### src/rtl/alu_defs_pkg.sv
// Shared definitions for the ALU arbiter: opcode encodings, FSM states and
// the legal-opcode check used when an operation is accepted.
package alu_defs;

  localparam logic [3:0] ALU_AND = 4'b0000;
  localparam logic [3:0] ALU_OR  = 4'b0001;
  localparam logic [3:0] ALU_ADD = 4'b0010;
  localparam logic [3:0] ALU_SUB = 4'b0110;
  localparam logic [3:0] ALU_NOR = 4'b1100;
  localparam logic [3:0] ALU_XOR = 4'b1101;

  typedef enum logic [1:0] {
    IDLE = 2'd0,
    EXEC = 2'd1,
    RESP = 2'd2
  } state_t;

  function automatic logic alu_op_legal(input logic [3:0] op);
    case (op)
      ALU_AND, ALU_OR, ALU_ADD, ALU_SUB, ALU_NOR, ALU_XOR: return 1'b1;
      default:                                             return 1'b0;
    endcase
  endfunction

endpackage

### src/rtl/rr_arb2.sv
// Two-way round-robin grant. The priority pointer moves to the other
// requester only when a grant is actually accepted.
module rr_arb2 (
  input  logic       clk,
  input  logic       rst,
  input  logic [1:0] req,
  input  logic       en,
  output logic [1:0] gnt,
  output logic       gnt_id,
  output logic       accept
);

  logic prio;

  always_comb begin
    gnt_id = 1'b0;
    case (req)
      2'b10:   gnt_id = 1'b1;
      2'b11:   gnt_id = prio;
      default: gnt_id = 1'b0;
    endcase
    gnt = 2'b00;
    if (en && |req) gnt = gnt_id ? 2'b10 : 2'b01;
    accept = |(gnt & req);
  end

  always_ff @(posedge clk) begin
    if (rst)         prio <= 1'b0;
    else if (accept) prio <= ~gnt_id;
  end

endmodule

### src/rtl/alu_arbiter.sv
// Shares one external ALU between two requesters: accept one op, drive it
// to the ALU for a cycle, then hold the captured result until consumed.
module alu_arbiter
  import alu_defs::*;
#(
  parameter int WIDTH = 32,
  parameter int OPW   = 4
) (
  input  logic             clk,
  input  logic             rst,
  input  logic             req0_valid,
  input  logic [OPW-1:0]   req0_op,
  input  logic [WIDTH-1:0] req0_A,
  input  logic [WIDTH-1:0] req0_B,
  output logic             req0_ready,
  input  logic             req1_valid,
  input  logic [OPW-1:0]   req1_op,
  input  logic [WIDTH-1:0] req1_A,
  input  logic [WIDTH-1:0] req1_B,
  output logic             req1_ready,
  output logic [WIDTH-1:0] alu_A,
  output logic [WIDTH-1:0] alu_B,
  output logic [OPW-1:0]   alu_op,
  input  logic [WIDTH-1:0] alu_dout,
  input  logic             alu_zero,
  output logic             rsp_valid,
  output logic             rsp_id,
  output logic [WIDTH-1:0] rsp_dout,
  output logic             rsp_zero,
  output logic             rsp_err,
  input  logic             rsp_ready
);

  state_t           state;
  logic [1:0]       gnt;
  logic             gnt_id, accept;
  logic             gnt_id_q, err_q;
  logic [OPW-1:0]   sel_op;
  logic [WIDTH-1:0] sel_A, sel_B;

  rr_arb2 u_arb (
    .clk    (clk),
    .rst    (rst),
    .req    ({req1_valid, req0_valid}),
    .en     (state == IDLE),
    .gnt    (gnt),
    .gnt_id (gnt_id),
    .accept (accept)
  );

  assign req0_ready = gnt[0];
  assign req1_ready = gnt[1];

  always_comb begin
    sel_op = gnt_id ? req1_op : req0_op;
    sel_A  = gnt_id ? req1_A  : req0_A;
    sel_B  = gnt_id ? req1_B  : req0_B;
  end

  always_ff @(posedge clk) begin
    if (rst) begin
      state     <= IDLE;
      alu_A     <= '0;
      alu_B     <= '0;
      alu_op    <= '0;
      gnt_id_q  <= 1'b0;
      err_q     <= 1'b0;
      rsp_valid <= 1'b0;
      rsp_id    <= 1'b0;
      rsp_dout  <= '0;
      rsp_zero  <= 1'b0;
      rsp_err   <= 1'b0;
    end else begin
      case (state)
        IDLE: if (accept) begin
          alu_A    <= sel_A;
          alu_B    <= sel_B;
          alu_op   <= sel_op;
          gnt_id_q <= gnt_id;
          err_q    <= ~alu_op_legal(sel_op);
          state    <= EXEC;
        end
        EXEC: begin
          // Illegal ops report a clean zero result rather than ALU garbage.
          rsp_id    <= gnt_id_q;
          rsp_err   <= err_q;
          rsp_dout  <= err_q ? '0 : alu_dout;
          rsp_zero  <= err_q ? 1'b0 : alu_zero;
          rsp_valid <= 1'b1;
          state     <= RESP;
        end
        RESP: if (rsp_ready) begin
          rsp_valid <= 1'b0;
          state     <= IDLE;
        end
        default: state <= IDLE;
      endcase
    end
  end

endmodule

### config.mk
export PLATFORM = sky130hd
export DESIGN_NAME = alu_arbiter
export DESIGN_NICKNAME = d
export VERILOG_FILES = /design/src/rtl/alu_defs_pkg.sv /design/src/rtl/rr_arb2.sv /design/src/rtl/alu_arbiter.sv
export SDC_FILE = /design/constraint.sdc
export NUM_CORES = 1
export LEC_CHECK = 0
export ABC_AREA = 0
export ABC_CLOCK_PERIOD_IN_PS = 1790
export CAP_MARGIN = 30
export CORE_ASPECT_RATIO = 1.1
export CORE_MARGIN = 1
export CORE_UTILIZATION = 37
export DETAILED_ROUTE_END_ITERATION = 8
export PLACE_DENSITY = 0.9
export SYNTH_ARGS = -nofsm -noshare
export SYNTH_HDL_FRONTEND = slang
export SYNTH_SLANG_ARGS = --single-unit
### constraint.sdc
create_clock -name clk -period 1.79 [get_ports clk]
set_input_delay 0.358 -clock clk [delete_from_list [all_inputs] [get_ports clk]]
set_output_delay 0.358 -clock clk [all_outputs]
set_load 0.05 [all_outputs]
======== After elaboration in Yosys (flattened, before gate mapping) ========
Cells that the tools add are included.
operators by class
  equal/unequal tests ..................... 11
  muxes and demuxes ....................... 17
  bitwise gates (word level) .............. 3
  reduce and logical (&&, ||, !) cells .... 10
operator list
  operator            number
  $mux 32             3
  $eq 4x4->1 const B  2
  $mux 2              4
  $eq 2x2->1 const B  3
  $mux 1              6
  $pmux 2 s3          1
  $reduce_and 2->1    3
  $reduce_or 6->1     1
  $eq 4x1->1 const B  1
  $eq 4x2->1 const B  1
  $eq 4x3->1 const B  1
  $logic_not 4->1     1
  $mux 4              1
  $ne 2x2->1 const B  2
  $pmux 1 s2          2
  $reduce_or 2->1     2
  $and 2x2->2         1
  $eq 2x1->1 const B  1
  $logic_not 2->1     1
  $not 1->1           2
  $reduce_bool 2->1   1
  $logic_and 1x1->1   1
storage, ports and cells
  bits in registers ....................... 109
  output and inout bits ................... 106
  word-level logic and storage cells ...... 53

======== Longest topological paths before layout ========
Gate-level depths: netlist of run 1.
  depth in word-level cells ............... 10
  gate-level depth with buffers ........... 6

======== Hierarchy ========
A second synthesis of run 1 with hierarchy kept.
unflattened totals
  cell total of the unflattened synthesis .. 495
  area total of the unflattened synthesis .. 4616.9 um^2
by module, submodules not included
  module       instances  cells each  area each (um^2)  seq. area each (um^2)
  alu_arbiter  1          486         4546.9            2162.1
  rr_arb2      1          9           70.1              20.0

======== Worst setup path before layout of run 1 ========
OpenSTA, ideal clock, no wires.
  path type ............................... register to output
  start point ............................. register state[1]
  end point ............................... output port req0_ready
  arrival time ............................ 1.384 ns
  data required time ...................... 1.432 ns
  setup slack ............................. 0.048 ns
  stages on the path, launching flop included .. 4
  cells stage by stage .................... dfxtp_1 nor2_1 o21ai_0 a21oi_1
between the ends
  longest elaborated chain between the ends .. 3
ends and longest elaborated chain
  element                   line               RTL
  start: declaration        alu_arbiter.sv:34  state_t state;
  start signal: assignment  alu_arbiter.sv:62  state <= IDLE;
  start signal: assignment  alu_arbiter.sv:81  state <= EXEC;
  start signal: assignment  alu_arbiter.sv:90  state <= RESP;
  $logic_not 2->1           alu_arbiter.sv:45  .en (state == IDLE),
  $logic_and 1x1->1         rr_arb2.sv:23      if (en && |req) gnt = gnt_id ? 2'b10 : 2'b01;
  $mux 2                    rr_arb2.sv:23
  end: declaration          alu_arbiter.sv:15  output logic req0_ready,
No other way between the ends.

======== Final worst setup path of run 1 ========
  start point ............................. input port req1_valid
  end point ............................... output port req1_ready
between the ends
  longest elaborated chain between the ends .. 4
ends and longest elaborated chain
  element             line               RTL
  start: declaration  alu_arbiter.sv:16  input logic req1_valid,
  $eq 2x2->1          rr_arb2.sv:17      case (req)
  $pmux 1 s2          rr_arb2.sv:17
  $mux 2              rr_arb2.sv:23
  $mux 2 *            rr_arb2.sv:23
  end: declaration    alu_arbiter.sv:20  output logic req1_ready,
Mark *: on every way between the ends. The rest lies on a longest branch, timed or not.

==> results of run 1 <==
state kept, by name, indices dropped and copies added, names as in the netlist, 2 cells and up:
signal,flops
alu_op,4
alu_A,32
state,2
rsp_dout,32
alu_B,32
metrics by stage:
stage	total power, mW	hold slack, ns	setup slack [ns]	std cells	utilization [%]
floorplan	4.46	0.436	0.0478	492	-
global placement	5.39	0.469	-0.0778	889	60.1
detailed placement	5.46	0.484	-0.149	889	60.1
CTS	7.52	0.499	0.0259	904	62.7
global route	7.79	0.520	0.0359	905	62.9
finish	7.46	0.489	0.0834	905	62.9
final cells by class:
type                            instances  share of cell area [%]
Clock buffer                           11                    3.06
Clock inverter                          4                   0.971
Sequential cell                       109                    28.7
Tap cell                              154                    2.53
Inverter                                2                  0.0987
Timing Repair Buffer                  290                    35.6
Multi-Input combinational cell        335                    29.0
layer usage:
metal,part of all wire (%),up-vias,track usage (%)
li1,-,2252,-
met1,37,2051,21.3
met2,53,191,39.3
met3,8.1,22,5.25
met4,2.0,0,7.11
met5,0,-,0
where the power goes:
| part | internal [mW] | switching, mW |
|---|---|---|
| Sequential | 2.68 | 0.148 |
| Clock | 1.22 | 0.838 |
| Combinational | 1.02 | 1.56 |
| Total | 4.92 | 2.54 |
cells in the final DEF (no fill, tap or decap), types with 2 or more instances in the layout:
master,count
mux2i_1,71
dfxtp_1,109
a211oi_1,70
buf_4,110
nor2_1,108
bufinv_16,2
o21ai_0,5
a21oi_1,35
clkbuf_16,9
nand2_1,2
buf_12,8
clkdlybuf4s50_1,171
xnor2_1,2
clkbuf_1,2
nor3b_1,33
what timing repair did:
action	in CTS	in global routing
resized for setup	4	3
setup buffers	0	1
gates cloned	0	0
endpoints found under the setup margin	2	2
cell families after synthesis:
| family | Yosys count | share of synthesized area, % |
|---|---|---|
| AO/OA/AOI/OAI | 113 | 16.2 |
| multiplexers | 71 | 15.5 |
| flip-flops | 109 | 47.5 |
| AND/OR/NAND/NOR | 149 | 15.4 |
| buffers and inverters | 48 | 5.12 |
| XOR/XNOR | 2 | 0.381 |
worst max path at each step:
stage                     cells after the start  slack (ns)       start    endpoint
after CTS                                     5        0.03  req1_valid  req1_ready
final                                         5        0.08  req1_valid  req1_ready
after detailed placement                      6       -0.15  req1_valid   alu_B[25]
after floorplan                               3        0.05    state[1]  req0_ready
after global routing                          5        0.04  req1_valid  req1_ready
after global placement                        6       -0.08  req1_valid    alu_A[5]
worst max-delay path, delay by kind of cell:
family	cells	cell delay, ns
AND/OR/NAND/NOR	1	0.09
buffers and inverters	4	0.90
==> impl_metrics.env, run 1 <==
export IMPL_status="complete, no violations"
export IMPL_core_um2=12100
export IMPL_fp_dieH_um=119
export IMPL_synth_avg_cell_area_um2=9.34
export IMPL_drt_iter0_drc=188
export IMPL_synth_area_top_cells="dfxtp_1, mux2i_1, a211oi_1"
export IMPL_dieArea_um2=12900
export IMPL_post_drt_wl_per_cell_um=15.0
export IMPL_n_antenna_cell=0
export IMPL_start_kind="input port"
export IMPL_clock_latency_ns=0.34
export IMPL_path_cells="clkdlybuf4s50_1 -> buf_4 -> nand3_2 -> inv_2 -> buf_12"
export IMPL_yosysWarnings=0
export IMPL_critPathSlowestCell="clkdlybuf4s50_1"
export IMPL_synth_edf_count=0
export IMPL_critPathMaxStageDelay_ns=0.50
export IMPL_cts_htree_levels=3
export IMPL_remaining_drc_errors=0
export IMPL_slew_viol_final=0
export IMPL_layout_min_cycle_time_ns=1.71
export IMPL_seqCellArea_um2=2180
export IMPL_grt_pass1_vias=4427
export IMPL_num_io_pins=280
export IMPL_syn_cell_area_um2=4590
export IMPL_r2r_cells=5
export IMPL_stdcell_area_um2=7600
export IMPL_synthTopCellsByCount="dfxtp_1, nor2_1, mux2i_1, a211oi_1, a21oi_1"
export IMPL_cp_required_ns=1.43
export IMPL_crit_arrival_ns=1.35
export IMPL_min_path_cells=2
export IMPL_hold_class="flip-flop to flip-flop"
export IMPL_initial_core_util_pct=38.0
export IMPL_clockBufferDepth=2
export IMPL_synthCells=492
export IMPL_rows=42
export IMPL_rr_startpoint="state[1]"
export IMPL_yosysUniqueCellTypes=21
export IMPL_place_area_um2=7270
export IMPL_vias=4516
export IMPL_detail_route_antenna_nets=0
export IMPL_drive_gt1_share_pct=18.5
export IMPL_numCtsBuffers=9
export IMPL_synthArstFlopShare_pct=0
export IMPL_p_leak_nw=3.36
export IMPL_die_w_um=108
export IMPL_worstHoldStart="gnt_id_q"
export IMPL_areaGrowthSynthToFinish_pct=65.5
export IMPL_worst_slew_pin_slew_ns=0.522
export IMPL_fin_skew_ns=0.0118
export IMPL_cp_max_fo=4
export IMPL_yosys_area_top_type="dfxtp_1"
export IMPL_synth_top_area_share_pct=47.5
export IMPL_cts_sinks=109
export IMPL_setup_violations=0
export IMPL_rsz0062_at_grt="false"
export IMPL_relSlewSlack_pct=65.2
export IMPL_fmax_mhz=586
export IMPL_crit_type="input port to output port"
export IMPL_layout_nets=921
export IMPL_r2r_end="alu_B[25]"
export IMPL_hold_path_end="gnt_id_q"
export IMPL_fillers=976
export IMPL_grt_max_degree=110
export IMPL_multi_input_area_um2=2200
export IMPL_power_density_nw_per_um2=982
export IMPL_syn_nets=666
export IMPL_finalSetupTns_ns=0
export IMPL_antenna_found_initial=0
export IMPL_grt_pass1_wl_um=20900
export IMPL_gp_congestion=0.734
export IMPL_rrSetupSlack_ns=0.34
export IMPL_cts_root_buffer="clkbuf_16"
export IMPL_endpoint_kind="output port"
export IMPL_ys_ff_latch=109
export IMPL_period_share_pct=95.3
export IMPL_grt_usage_pct=20.6
export IMPL_ir_worst_vdd_mv=0.615
export IMPL_grt_overflow_total=0
export IMPL_cts_tree="yes"
export IMPL_vias_per_cell=4.99
export IMPL_portBuffers=279
export IMPL_cts_hold_buf=0
export IMPL_place_hpwl_um=10200
export IMPL_hold_violations=0
export IMPL_drtPass1Iterations=4
export IMPL_seq_area_frac_synth_pct=47.5
export IMPL_synth_flop_cell="dfxtp_1"
export IMPL_maxCapViolCount=0
export IMPL_cts_clk_slew_worst_paths_ns=0.06
export IMPL_drt_total_wl_um=13500
(Power assumes the default switching activity.)
==> run 2, diff against run 1 <==
ABC_AREA = 1   (was 0)
CORE_UTILIZATION = 36   (was 37)
SLEW_MARGIN = 20   (was default)
==> impl_metrics.env, run 2 <==
export IMPL_status="complete, no violations"
export IMPL_synthTopCellsByCount="nand2_1, dfxtp_1, a31oi_1, o21ai_1, nor2_1"
export IMPL_fin_util_pct=64.6
export IMPL_p_leak_nw=3.26
export IMPL_cts_clk_slew_worst_paths_ns=0.07
export IMPL_hold_path_end="gnt_id_q"
export IMPL_layout_min_cycle_time_ns=1.68
export IMPL_clockBufferDepth=2
export IMPL_synthArstFlopShare_pct=0
export IMPL_n_antenna_cell=0
export IMPL_worst_slew_pin_slew_ns=0.351
export IMPL_crit_type="flip-flop to output port"
export IMPL_antenna_found_initial=1
export IMPL_syn_nets=723
export IMPL_cts_tree="yes"
export IMPL_post_drt_wl_per_cell_um=14.7
export IMPL_synth_flop_cell="dfxtp_1"
export IMPL_layout_common_cells="clkdlybuf4s50_1, nand2_1, buf_4"
export IMPL_placedCellCount=963
export IMPL_r2r_cells=8
export IMPL_path_cells="inv_1 -> nand2_2 -> nor2_4 -> nand2_1 -> inv_1 -> buf_12"
export IMPL_drive_gt1_share_pct=19.9
export IMPL_grt_max_degree=35
export IMPL_crit_arrival_ns=1.32
export IMPL_period_share_pct=93.9
export IMPL_finalSetupTns_ns=0
export IMPL_instances_no_fill=980
export IMPL_yosysWarnings=0
export IMPL_drtPass1Iterations=7
export IMPL_setup_violations=0
export IMPL_hold_class="flip-flop to flip-flop"
export IMPL_dieArea_um2=12500
export IMPL_fin_skew_ns=0.0113
export IMPL_fmax_mhz=595
export IMPL_ir_worst_vdd_mv=0.480
export IMPL_core_um2=11600
export IMPL_synth_area_top_cells="dfxtp_1, nand2_1, a31oi_1"
export IMPL_num_io_pins=280
export IMPL_layout_nets=999
export IMPL_relSlewSlack_pct=76.6
export IMPL_portBuffers=279
export IMPL_rsz0062_at_grt="false"
export IMPL_min_path_cells=2
export IMPL_critPathMaxStageDelay_ns=0.33
export IMPL_vias=4901
export IMPL_remaining_drc_errors=0
export IMPL_cts_root_buffer="clkbuf_16"
export IMPL_start_kind="flip-flop"
export IMPL_place_ws_ns=-0.235
export IMPL_synth_top_area_share_pct=50.3
export IMPL_hold_violations=0
export IMPL_drt_total_wl_um=14400
export IMPL_cts_sinks=109
export IMPL_syn_cell_area_um2=4340
export IMPL_areaGrowthSynthToFinish_pct=72.5
export IMPL_yosysMostFrequentCell="nand2_1"
export IMPL_grt_overflow_total=0
export IMPL_cts_hold_buf=0
export IMPL_worstHoldStart="gnt_id_q"
export IMPL_die_w_um=107
export IMPL_ys_ff_latch=109
export IMPL_critPathSlowestCell="dfxtp_1"
export IMPL_yosys_area_top_type="dfxtp_1"
export IMPL_rows=41
export IMPL_power_density_nw_per_um2=990
export IMPL_clock_latency_ns=0.35
export IMPL_vias_per_cell=5.00
export IMPL_cp_max_fo=3
export IMPL_numCtsBuffers=9
export IMPL_drt_iter0_drc=264
export IMPL_rrSetupSlack_ns=0.31
export IMPL_grt_pass1_vias=4668
export IMPL_grt_usage_pct=22.2
export IMPL_slew_viol_final=0
export IMPL_final_setup_worst_slack_ns=0.109
export IMPL_place_hpwl_um=10700
export IMPL_cpMostUsedCell="inv_1"
export IMPL_cp_required_ns=1.43
export IMPL_synthCells=549
export IMPL_yosysUniqueCellTypes=26
export IMPL_grt_pass1_wl_um=21800
export IMPL_final_common_cell="clkdlybuf4s50_1"
export IMPL_endpoint_kind="output port"
export IMPL_cts_htree_levels=3
export IMPL_gp_congestion=0.857
export IMPL_synth_edf_count=0
export IMPL_synth_avg_cell_area_um2=7.91
export IMPL_initial_core_util_pct=37.4
export IMPL_fp_dieH_um=117
export IMPL_top_regs="alu_A x32, alu_B x32, rsp_dout x32"
export IMPL_r2r_end="alu_A[4]"
export IMPL_maxCapViolCount=0
export IMPL_detail_route_antenna_nets=0
export IMPL_seq_area_frac_synth_pct=50.3
export IMPL_rr_startpoint="state[1]"
run 2: cell types whose count changed in the layout (fill, tap and decap cells not counted), moves of 15 or more:
| cell | previous run | this run |
|---|---|---|
| nand2_1 | 2 | 144 |
| buf_4 | 110 | 128 |
| nor2_1 | 108 | 42 |
| o21ai_1 | 1 | 51 |
| mux2i_1 | 71 | 0 |
| a22oi_1 | 0 | 33 |
| nor3b_1 | 33 | 0 |
| a31oi_1 | 0 | 64 |
| a211oi_1 | 70 | 0 |
| a21oi_1 | 35 | 3 |
| inv_1 | 1 | 16 |
run 2: cell families (layout without fill, tap and decap cells):
group | count (synthesis) | in the layout | synth area share [%]
flops | 109 | 109 | 50.3
buf+inv | 65 | 346 | 7.41
simple gates | 205 | 205 | 18.7
compound gates | 170 | 170 | 23.7
run 2: critical path, delay by kind of cell, from the launching register on:
kind	cells	cell delay (ns)
DFF	1	0.33
buffers and inverters	3	0.33
and+or+nand+nor	3	0.31
run 2: worst max-delay path by stage:
| stage | from | to | slack, ns |
|---|---|---|---|
| floorplan | req1_valid | req1_ready | 0.05 |
| global placement | req1_valid | req0_ready | -0.12 |
| detailed placement | req1_valid | alu_A[4] | -0.23 |
| CTS | state[1] | req0_ready | 0.03 |
| global route | state[1] | req0_ready | 0.03 |
| finish | state[1] | req0_ready | 0.11 |
run 2: final cells by class:
type | count | area, um2
multi-input combinational | 375 | 1840
inverter | 18 | 68.8
clock inverter | 7 | 71.3
clock buffer | 9 | 225
timing repair buffer | 312 | 2910
tap | 150 | 188
fill | 967 | 4110
sequential | 109 | 2180
run 2: through the flow:
stage	hold slack, ns	power (mW)	cell area (um2)
3_5_place_dp	0.453	5.44	7180
3_3_place_gp	0.446	5.40	7180
2_1_floorplan	0.436	4.38	4340
4_1_cts	0.464	7.45	7480
5_1_grt	0.476	7.72	7490
6_report	0.465	7.41	7490
run 2: per-layer routing:
layer,vias to the layer above,global-route usage (%),part of all wire (%)
met3,43,5.92,8.0
met1,2208,23.8,39
met5,-,0,0.12
met2,213,40.1,49
met4,2,11.7,3.8
li1,2435,-,-
run 2: timing repair:
item,in CTS,in global routing
pin swaps,1,1
setup buffers,0,1
gates cloned,0,0
endpoints found under the setup margin,2,1
resized for setup,4,0
run 2: where the power goes:
part	internal [mW]	switching, mW	leakage [nW]	total (mW)
clock	0.999	1.02	0.148	2.02
combinational	1.01	1.57	2.22	2.57
sequential	2.68	0.142	0.900	2.82
total	4.69	2.72	3.26	7.41
==> run 3, diff against run 2 <==
ABC_AREA = 0   (was 1)
CORE_UTILIZATION = 37   (was 36)
PLACE_DENSITY = default   (was 0.9)
PLACE_DENSITY_LB_ADDON = 0.12   (was default)
==> impl_metrics.env, run 3 (synthesized netlist as in run 1, its figures left out) <==
export IMPL_path_cells="clkdlybuf4s50_1 -> buf_4 -> nand3_1 -> inv_2 -> buf_12"
export IMPL_crit_arrival_ns=1.36
export IMPL_place_hpwl_um=10400
export IMPL_grt_pass1_vias=4424
export IMPL_start_kind="input port"
export IMPL_fmax_mhz=581
export IMPL_cts_sinks=109
export IMPL_instances_no_fill=911
export IMPL_stdcell_area_um2=7680
export IMPL_hold_class="input port to flip-flop"
export IMPL_ir_worst_vdd_mv=0.421
export IMPL_endpoint_kind="output port"
export IMPL_cp_num_cells=5
export IMPL_power_total_mw=7.38
export IMPL_hold_violations=0
export IMPL_slew_viol_final=0
export IMPL_cp_num_buf_inv=4
export IMPL_r2r_cells=5
export IMPL_detail_route_antenna_nets=0
export IMPL_critPathSlowestCell="clkdlybuf4s50_1"
export IMPL_rows=42
export IMPL_numCtsBuffers=9
export IMPL_p_leak_nw=3.39
export IMPL_fp_dieH_um=119
export IMPL_clockBufferDepth=2
export IMPL_layout_common_cells="clkdlybuf4s50_1, dfxtp_1, buf_4"
export IMPL_cts_hold_buf=0
export IMPL_layout_min_cycle_time_ns=1.72
export IMPL_min_path_cells=2
export IMPL_drt_iter0_drc=194
export IMPL_critPathMaxStageDelay_ns=0.52
export IMPL_post_drt_wl_per_cell_um=14.7
export IMPL_vias=4480
export IMPL_cts_htree_levels=3
export IMPL_remaining_drc_errors=0
export IMPL_die_w_um=108
export IMPL_portBuffers=279
export IMPL_relSlewSlack_pct=70.7
export IMPL_rr_startpoint="state[1]"
export IMPL_drive_gt1_share_pct=18.9
export IMPL_cts_root_buffer="clkbuf_16"
export IMPL_rrSetupSlack_ns=0.33
export IMPL_drt_total_wl_um=13400
export IMPL_grt_usage_pct=20.6
export IMPL_fin_skew_ns=0.00738
export IMPL_num_io_pins=280
export IMPL_vias_per_cell=4.92
export IMPL_crit_family="buffers and inverters"
export IMPL_grt_max_degree=57
export IMPL_placedCellCount=894
export IMPL_clock_latency_ns=0.34
export IMPL_top_regs="alu_A x32, alu_B x32, rsp_dout x32"
export IMPL_worstHoldStart="rst"
export IMPL_core_um2=12100
export IMPL_cp_max_fo=3
export IMPL_rsz0062_at_grt="false"
export IMPL_period_share_pct=96.1
export IMPL_areaGrowthSynthToFinish_pct=67.2
export IMPL_status="complete, no violations"
export IMPL_layout_nets=925
export IMPL_crit_type="input port to output port"
export IMPL_cts_tree="yes"
export IMPL_final_common_cell="clkdlybuf4s50_1"
export IMPL_r2r_end="rsp_dout[16]"
export IMPL_drtPass1Iterations=4
export IMPL_gp_congestion=0.775
export IMPL_place_area_um2=7370
export IMPL_hold_slack_ns=0.441
export IMPL_maxCapViolCount=0
export IMPL_initial_core_util_pct=38.0
export IMPL_antenna_found_initial=1
export IMPL_hold_path_end="rsp_dout[3]"
export IMPL_power_density_nw_per_um2=961
export IMPL_worst_slew_pin_slew_ns=0.440
export IMPL_grt_overflow_total=0
export IMPL_cts_clk_slew_worst_paths_ns=0.07
export IMPL_cts_setup_buffers=0
export IMPL_dieArea_um2=12900
export IMPL_setup_violations=0
export IMPL_cp_required_ns=1.43
export IMPL_grt_pass1_wl_um=20800
[run 3: cell types whose count changed in the layout (fill, tap and decap cells not counted), sizes merged, moves of 33 or more]
| cell | previous run | this run |
|---|---|---|
| o21ai | 66 | 6 |
| nor3b | 0 | 33 |
| a31oi | 64 | 0 |
| nor2 | 46 | 109 |
| a22oi | 33 | 0 |
| a21oi | 3 | 36 |
| mux2i | 0 | 71 |
| a211oi | 0 | 70 |
| nand2 | 148 | 3 |
[run 3: through the flow]
step / TNS [ns] / utilization [%] / setup slack (ns)
2_1_floorplan: 0 / - / 0.0478
3_3_place_gp: -0.0559 / 61.0 / -0.0413
3_5_place_dp: -2.48 / 61.0 / -0.0868
4_1_cts: 0 / 63.5 / 0.0203
5_1_grt: 0 / 63.5 / 0.00516
6_report: 0 / 63.5 / 0.0694
[run 3: cell type report]
type                       instances  area (um2)
clock inverter                     4        47.5
timing repair buffer             294        2800
fill                            1034        4410
antenna                            1        2.50
inverter                           2        7.51
clock buffer                      12         246
sequential                       109        2180
tap                              154         193
multi-input combinational        335        2200
[run 3: power by group]
| part | total, mW | leakage, nW | switching [mW] | internal [mW] |
|---|---|---|---|---|
| registers | 2.83 | 0.900 | 0.146 | 2.68 |
| logic | 2.60 | 2.35 | 1.55 | 1.05 |
| clock network | 1.95 | 0.143 | 0.835 | 1.12 |
| total | 7.38 | 3.39 | 2.53 | 4.85 |
[run 3: what timing repair did]
action / CTS / global route
gates resized for setup: 3 / 3
pin swaps: 0 / 0
cloned: 0 / 0
setup endpoints to repair: 1 / 2
[run 3: worst max-delay path by stage]
stage | start | endpoint
after floorplan | state[1] | req0_ready
final | req1_valid | req1_ready
after CTS | req0_valid | req0_ready
after detailed placement | req0_valid | alu_A[17]
after global placement | req0_valid | req0_ready
after global routing | req1_valid | req1_ready
[run 3: layer usage]
layer,GRT usage [%],part of all wire (%),up-vias,wire length [um]
met5,0,0,-,0
met4,9.16,3.0,0,395
met3,5.42,8.2,27,1090
met2,38.2,52,180,6970
met1,21.4,37,2008,4920
li1,-,-,2265,-
